### src/rtl/uartlite_ctrl.sv
// AXI4-Lite master that sequences a UARTLite slave: FIFO reset, then a STAT poll
// loop that round-robins between draining RX and pushing TX through one-deep holding registers.
module uartlite_ctrl #(
  parameter logic [31:0] BASE_ADDR = 32'h0000_0000
) (
  input  logic        clk,
  input  logic        rstn,
  input  logic        tx_valid,
  input  logic [7:0]  tx_data,
  output logic        tx_ready,
  output logic        rx_valid,
  output logic [7:0]  rx_data,
  input  logic        rx_ready,
  output logic        err,
  output logic        axi_awvalid,
  input  logic        axi_awready,
  output logic [31:0] axi_awaddr,
  output logic [2:0]  axi_awprot,
  output logic        axi_wvalid,
  input  logic        axi_wready,
  output logic [31:0] axi_wdata,
  output logic [3:0]  axi_wstrb,
  input  logic        axi_bvalid,
  output logic        axi_bready,
  input  logic [1:0]  axi_bresp,
  output logic        axi_arvalid,
  input  logic        axi_arready,
  output logic [31:0] axi_araddr,
  output logic [2:0]  axi_arprot,
  input  logic        axi_rvalid,
  output logic        axi_rready,
  input  logic [31:0] axi_rdata,
  input  logic [1:0]  axi_rresp
);

  localparam logic [31:0] RX_ADDR   = BASE_ADDR + 32'h0;
  localparam logic [31:0] TX_ADDR   = BASE_ADDR + 32'h4;
  localparam logic [31:0] STAT_ADDR = BASE_ADDR + 32'h8;
  localparam logic [31:0] CTRL_ADDR = BASE_ADDR + 32'hC;

  typedef enum logic [2:0] {INIT_W, INIT_B, STAT_AR, STAT_R, RX_AR, RX_R, TX_W, TX_B} state_t;

  state_t     state;
  logic       aw_done, w_done, rr_last_rx;
  logic [7:0] tx_buf;
  logic       stat_ok, rx_ok, tx_ok, pick_rx, aw_now, w_now;
  logic       unused_ok;

  assign axi_awprot = 3'b000;
  assign axi_arprot = 3'b000;
  assign axi_wstrb  = 4'b1111;
  assign unused_ok  = ^axi_rdata[31:8] ^ ^axi_rdata[2:1] ^ ^axi_rdata[7:4];

  always_comb begin
    stat_ok = (axi_rresp == 2'b00);
    rx_ok   = stat_ok & axi_rdata[0] & ~rx_valid;
    tx_ok   = stat_ok & ~axi_rdata[3] & ~tx_ready;
    pick_rx = rx_ok & (~tx_ok | ~rr_last_rx);
    aw_now  = aw_done | (axi_awvalid & axi_awready);
    w_now   = w_done  | (axi_wvalid  & axi_wready);
  end

  always_ff @(posedge clk or negedge rstn) begin
    if (!rstn) begin
      state       <= INIT_W;
      axi_awvalid <= 1'b0;
      axi_wvalid  <= 1'b0;
      axi_bready  <= 1'b0;
      axi_arvalid <= 1'b0;
      axi_rready  <= 1'b0;
      axi_awaddr  <= '0;
      axi_wdata   <= '0;
      axi_araddr  <= '0;
      aw_done     <= 1'b0;
      w_done      <= 1'b0;
      tx_ready    <= 1'b0;
      tx_buf      <= '0;
      rx_valid    <= 1'b0;
      rx_data     <= '0;
      err         <= 1'b0;
      rr_last_rx  <= 1'b0;
    end else begin
      if (tx_valid && tx_ready) begin
        tx_buf   <= tx_data;
        tx_ready <= 1'b0;
      end
      if (rx_valid && rx_ready) rx_valid <= 1'b0;

      case (state)
        INIT_W, TX_W: begin
          // Address and data channels complete independently; B waits for both.
          if (axi_awvalid && axi_awready) begin
            axi_awvalid <= 1'b0;
            aw_done     <= 1'b1;
          end else if (!aw_done) begin
            axi_awvalid <= 1'b1;
            axi_awaddr  <= (state == INIT_W) ? CTRL_ADDR : TX_ADDR;
          end
          if (axi_wvalid && axi_wready) begin
            axi_wvalid <= 1'b0;
            w_done     <= 1'b1;
          end else if (!w_done) begin
            axi_wvalid <= 1'b1;
            axi_wdata  <= (state == INIT_W) ? 32'h3 : {24'h0, tx_buf};
          end
          if (aw_now && w_now) begin
            axi_awvalid <= 1'b0;
            axi_wvalid  <= 1'b0;
            aw_done     <= 1'b0;
            w_done      <= 1'b0;
            axi_bready  <= 1'b1;
            state       <= (state == INIT_W) ? INIT_B : TX_B;
          end
        end
        INIT_B, TX_B: begin
          if (axi_bvalid) begin
            axi_bready  <= 1'b0;
            if (axi_bresp != 2'b00) err <= 1'b1;
            tx_ready    <= 1'b1;
            if (state == TX_B) rr_last_rx <= 1'b0;
            axi_arvalid <= 1'b1;
            axi_araddr  <= STAT_ADDR;
            state       <= STAT_AR;
          end
        end
        STAT_AR, RX_AR: begin
          if (axi_arvalid && axi_arready) begin
            axi_arvalid <= 1'b0;
            axi_rready  <= 1'b1;
            state       <= (state == STAT_AR) ? STAT_R : RX_R;
          end else begin
            axi_arvalid <= 1'b1;
          end
        end
        STAT_R: begin
          if (axi_rvalid) begin
            axi_rready <= 1'b0;
            if (!stat_ok) err <= 1'b1;
            if (pick_rx) begin
              axi_arvalid <= 1'b1;
              axi_araddr  <= RX_ADDR;
              state       <= RX_AR;
            end else if (tx_ok) begin
              axi_awvalid <= 1'b1;
              axi_wvalid  <= 1'b1;
              axi_awaddr  <= TX_ADDR;
              axi_wdata   <= {24'h0, tx_buf};
              state       <= TX_W;
            end else begin
              axi_arvalid <= 1'b1;
              axi_araddr  <= STAT_ADDR;
              state       <= STAT_AR;
            end
          end
        end
        RX_R: begin
          if (axi_rvalid) begin
            axi_rready <= 1'b0;
            // RX is only chosen with the holding register empty, so no clash with consume.
            if (axi_rresp == 2'b00) begin
              rx_data  <= axi_rdata[7:0];
              rx_valid <= 1'b1;
            end else begin
              err <= 1'b1;
            end
            rr_last_rx  <= 1'b1;
            axi_arvalid <= 1'b1;
            axi_araddr  <= STAT_ADDR;
            state       <= STAT_AR;
          end
        end
        default: state <= INIT_W;
      endcase
    end
  end

endmodule

### config.mk
export PLATFORM = sky130hd
export DESIGN_NAME = uartlite_ctrl
export DESIGN_NICKNAME = d
export VERILOG_FILES = /design/src/rtl/uartlite_ctrl.sv
export SDC_FILE = /design/constraint.sdc
export NUM_CORES = 1
export LEC_CHECK = 0
export BUFFER_PORTS_ARGS = -buffer_cell sky130_fd_sc_hd__buf_2
export CORE_AREA = 2 2 79 81
export CTS_CLUSTER_DIAMETER = 120
export DETAILED_ROUTE_END_ITERATION = 8
export DIE_AREA = 0 0 81 83
export GPL_TIMING_DRIVEN = 1
export PLACE_DENSITY_LB_ADDON = 0.3
export SLEW_MARGIN = 10
export SYNTH_ARGS = -nofsm -noshare
export SYNTH_HDL_FRONTEND = slang
export SYNTH_SLANG_ARGS = --single-unit
### constraint.sdc
create_clock -name clk -period 3.6 [get_ports clk]
set_clock_uncertainty 0.2 [all_clocks]
set_input_delay 0.36 -clock clk [delete_from_list [all_inputs] [get_ports clk]]
set_output_delay 0.36 -clock clk [all_outputs]
set_load 0.05 [all_outputs]
* Word-level counts from Yosys, hierarchy flattened
Index checks and enable logic that the tools add are counted.
Storage, ports and cells: word-level logic and storage cells 166, bits in registers 126, input bits 53, output and inout bits 122
Operators by class: reductions and logical operators 36, bitwise operators 15, equality and inequality tests 25, multiplexer cells 73
Operators with widths (count):
- 32-bit 2-to-1 mux | 15
- 32-bit case mux with 2 select lines | 2
- 32-bit case mux with 3 select lines | 1
- 1-bit 2-to-1 mux | 36
- 5-bit AND reduction | 6
- 2-bit inequality test, second input constant | 14
- 3-bit 2-to-1 mux | 9
- 2-bit nonzero test | 8
- 3-bit case mux with 5 select lines | 1
- 3-bit == test, second input constant | 4
- 1-bit case mux with 2 select lines | 6
- 6-bit AND reduction | 2
- 3-bit AND reduction | 3
- 8-bit 2-to-1 mux | 1
- 4-bit inequality test, second input constant | 2
- 2-bit OR reduction | 4
- 1-bit bitwise AND | 7
- 3-bit by 2-bit == test with 1-bit output, second input constant | 2
- 1-bit logical AND | 6
- 1-bit inverter | 5
- 4-bit 2-to-1 mux | 1
- 1-bit case mux with 4 select lines | 1
- 2-bit AND reduction | 2
- 4-bit AND reduction | 1
- 8 further kinds | 10

* Longest topological paths before layout
depth in word-level cells 9, gate-level depth with buffers 7, gate-level depth less buffers 5

* Worst setup path before layout
OpenSTA, ideal clock, no wires.
path kind register to register, start register rx_valid, end register axi_wdata[2], path buffers 0, data required time 3.279 ns, period minus slack after synthesis 2.201 ns, stages on the path, launching flop included 6, library setup time 0.121 ns, path slack 1.399 ns, arrival 1.879 ns, cells stage by stage dfrtp_1 > or4b_4 > o2111a_2 > o211ai_2 > a21oi_2 > a22o_1
On the way: longest elaborated chain between the ends 5
RTL lines:
- from (decl) | line 11 | output logic rx_valid,
- from (signal assigned) | line 78 | rx_valid <= 1'b0;
- from (signal assigned) | line 87 | if (rx_valid && rx_ready) rx_valid <= 1'b0;
- from (signal assigned) | line 162 | rx_valid <= 1'b1;
- 1-bit inverter | line 56 | rx_ok = stat_ok & axi_rdata[0] & ~rx_valid;
- 1-bit bitwise AND | line 56
- 1-bit bitwise AND | line 58 | pick_rx = rx_ok & (~tx_ok | ~rr_last_rx);
- 2-bit inequality test (no line)
- 6-bit AND reduction (no line)
- to (signal assigned) | line 104 | axi_wdata <= (state == INIT_W) ? 32'h3 : {24'h0, tx_buf};
- to (signal assigned) | line 147 | axi_wdata <= {24'h0, tx_buf};
- to (decl) | line 21 | output logic [31:0] axi_wdata,
Every way passes these cells. A chain may end at the register's enable or synchronous reset.

* Final worst setup path
start register state[1], end register axi_wdata[0]
On the way: longest elaborated chain between the ends 5, elaborated cells on any way between the ends 15, those cells by class eq/ne: 7; mux: 4; reduce/logical: 4
RTL lines:
- from (decl) | line 43 | state_t state;
- from (signal assigned) | line 112 | state <= (state == INIT_W) ? INIT_B : TX_B;
- from (signal assigned) | line 130 | state <= (state == STAT_AR) ? STAT_R : RX_R;
- 3-bit zero test | line 89, 104
- 8-bit 2-to-1 mux | line 104
- 32-bit 2-to-1 mux | line 102 | end else if (!w_done) begin
- 32-bit 2-to-1 mux | line 99 | if (axi_wvalid && axi_wready) begin
- 32-bit case mux with 2 select lines | line 89 | case (state)
Parallel ways exist; a longest one is shown, timed or not. The select of a mux whose other input is x is not followed.

==> metrics.yaml <==
status: "finished with violations"
violations: "hold timing"
avgRoutedWirePerCell_um: 11.51
globalRouteMet1Util_pct: 18.23
cp_max_fo: 16
p_comb_share_pct: 50.9
power_w: 0.002435
nNetsFinal: 380
firstDrtPassIters: 4
final_cell_mix: "conb_1 (95), buf_2 (55), dfrtp_1 (41)"
cts_max_path_buffers: 2
clkPwrFrac_pct: 15.4
maxCapViolations: 0
syn2layout_area_growth_pct: 3.338
critPathCaptureType: "flip-flop"
cts_hold_buf: 0
synth_edf_count: 0
rsz0062_at_grt: "no"
rows: 28
grt_max_degree: 42
p_seq_share_pct: 33.7
core_um2: 5816
ys_seq_area_share_pct: 39.10
ant_nets: 0
grt_busiest_layer: "met2"
switching_share_pct: 51.43
yosys-top-cells-area: "dfrtp_1 (39%), buf_4 (27%), mux2_2 (7.3%)"
place_hpwl_um: 3469
ioPinCount: 175
grt_antenna_before_repair: 0
worst_path_largest_cell_delay_ns: 0.63
intPower_w: 0.001183
grt_pass1_vias: 1540
drv_slew: 0
vias: 1794
grtUsageMet3_pct: 4.783
netlist_instances: 275
grt_use_met2_pct: 21.34
portBuffers: 55
initial_core_util_pct: 45.12
synthFlopType: "dfrtp_1"
fillers: 570
async_reset_ff_share_pct: 100.0
final_hold_viol_count: 21
htree_levels: 2
drt_iter0_drc: 56
die_h_um: 83
yosysTopAreaCell: "dfrtp_1"
grt_overflow_total: 0
path_cells: "xor2_1 > nor2_2 > o211ai_2 > a21oi_2 > a22oi_1"
syn_area_um2: 2624
setup_viol: 0
power.leakage_nw: 1.433
arrival_ns: 2.25
worst_slew_margin_rel_pct: 39.17
peakVddDrop_uv: 494.0
min_period_ns: 2.291
max_freq_ghz: 0.4366
numCtsBuffers: 5
clk_pin_slew_ns: 0.08
hold_class: "in2async"
critPathRequiredTime_ns: 3.56
cp-start-kind: "flip-flop"
switching_power_w: 0.001252
syn_avg_cell_area_um2: 9.541
drive_above_1_share_pct: 26.52
die-area_um2: 6723
cts_sinks: 41
gp_congestion: 0.8056
cts_resized: 0
cts-root-buf: "clkbuf_8"
netlist.area_leader.share_pct: 39.10
via_per_inst: 4.452
mostFrequentLayoutCell: "conb_1"
cts_tree: "yes"
clk_latency_ns: 0.29
grt_pass1_wl_um: 7293
diodes: 0
worst_pin_slew_ns: 0.9124
path_buf_inv: 0
crit_family: "compound AO/OA/AOI/OAI gates"
worstSetupPathType: "reg2reg"
tns_ns: 0
cp_slowest_cell: "dfrtp_1"
routed_wl_um: 4639
dieWidth_um: 81
yosys_warnings: 0
grt_usage_pct: 13.63
post-route-drc-count: 0
finalCritPeriodShare_pct: 63.63
hold_ws_ns: -0.007847
power_density_nw_per_um2: 898.0
synth-seq-cells: 41
cts_setup_buffers: 0
ys_types: 42
==> registers in the layout, summed over array words and instances (netlist names) <==
register	count
tx_buf	8
axi_bready	1
w_done	1
rx_data	8
axi_wvalid	1
axi_araddr	1
rx_valid	1
rr_last_rx	1
aw_done	1
axi_rready	1
tx_ready	1
axi_wdata	8
err	1
axi_awaddr	2
state	3
axi_arvalid	1
axi_awvalid	1
==> cell usage after synthesis, types with 3 or more instances <==
| library cell | number |
|---|---|
| a21oi_1 | 10 |
| a22o_1 | 7 |
| a22oi_1 | 3 |
| buf_4 | 95 |
| clkbuf_1 | 6 |
| dfrtp_1 | 41 |
| inv_1 | 9 |
| mux2_2 | 17 |
| nand2_1 | 13 |
| nand3_1 | 3 |
| nor2_1 | 14 |
| nor3_1 | 3 |
| o211ai_1 | 3 |
| o21ai_0 | 14 |
| o22ai_1 | 3 |
==> through the flow <==
stage | cell area (µm²) | setup WS, ns | hold WS, ns | instances | utilization [%]
6_report | 2711 | 1.309 | -0.007847 | 403 | 46.62
5_1_grt | 2711 | 1.073 | 0.04210 | 403 | 46.62
4_1_cts | 2711 | 1.288 | 0.01627 | 403 | 46.62
3_5_place_dp | 2596 | 1.304 | 0.2515 | 395 | 44.64
3_3_place_gp | 2596 | 1.312 | 0.2356 | 395 | 44.64
2_1_floorplan | 2973 | 1.399 | -0.1356 | 368 | -
==> per-layer routing <==
layer | share of wire (%) | vias to the layer above | wire length [µm]
li1 | - | 848 | -
met1 | 44 | 840 | 2026
met2 | 46 | 102 | 2148
met3 | 9.5 | 4 | 439
met4 | 0.54 | 0 | 25
met5 | 0 | - | 0
==> power groups by stage <==
stage / Combinational (W) / Sequential, W / Clock, W
after floorplan: 0.000798 / 0.00110 / 0
after global placement: 0.00123 / 0.000822 / 0
after detailed placement: 0.00124 / 0.000828 / 0
after CTS: 0.00124 / 0.000822 / 0.000387
after global routing: 0.00134 / 0.000855 / 0.000404
final: 0.00124 / 0.000820 / 0.000375
==> worst register-to-register path: cells and delay by family (launching register included) <==
family | cells | cell delay, ns
compound gates | 3 | 0.68
xor+xnor | 1 | 0.26
flops | 1 | 0.63
simple gates | 1 | 0.39
==> kinds of logic (layout without fill, tap and decap cells) <==
logic type	count (synthesis)	after routing	synth area share, %
other cells	2	95	0.2862
compound gates	54	54	13.93
buf+inv	112	72	29.71
flops	41	41	39.10
mux	17	17	7.296
xor+xnor	2	2	0.6677
simple gates	47	47	9.013
==> final timing paths <==
kind                           from  slack (ns)            end  cells after the start
setup / recovery           state[1]        1.31   axi_wdata[0]                      5
hold / removal                 rstn      -0.008   axi_wdata[5]                      1
setup reg to reg           state[1]        1.31   axi_wdata[0]                      5
hold reg to reg                 err        0.26            err                      1
max in group asynchronous      rstn        2.64  axi_awaddr[2]                      1
min in group clk           rx_ready        0.03       rx_valid                      2
==> area by class of cell <==
class / count / area [µm²] / share of cell area (%)
clock buffers: 5 / 68.82 / 2.538
multi-input cells: 215 / 1167 / 43.05
clock inverters: 3 / 46.29 / 1.707
repair buffers: 55 / 275.3 / 10.15
well taps: 75 / 93.84 / 3.461
inverters: 9 / 33.78 / 1.246
flip-flops and latches: 41 / 1026 / 37.84
(Power assumes the default switching activity.)
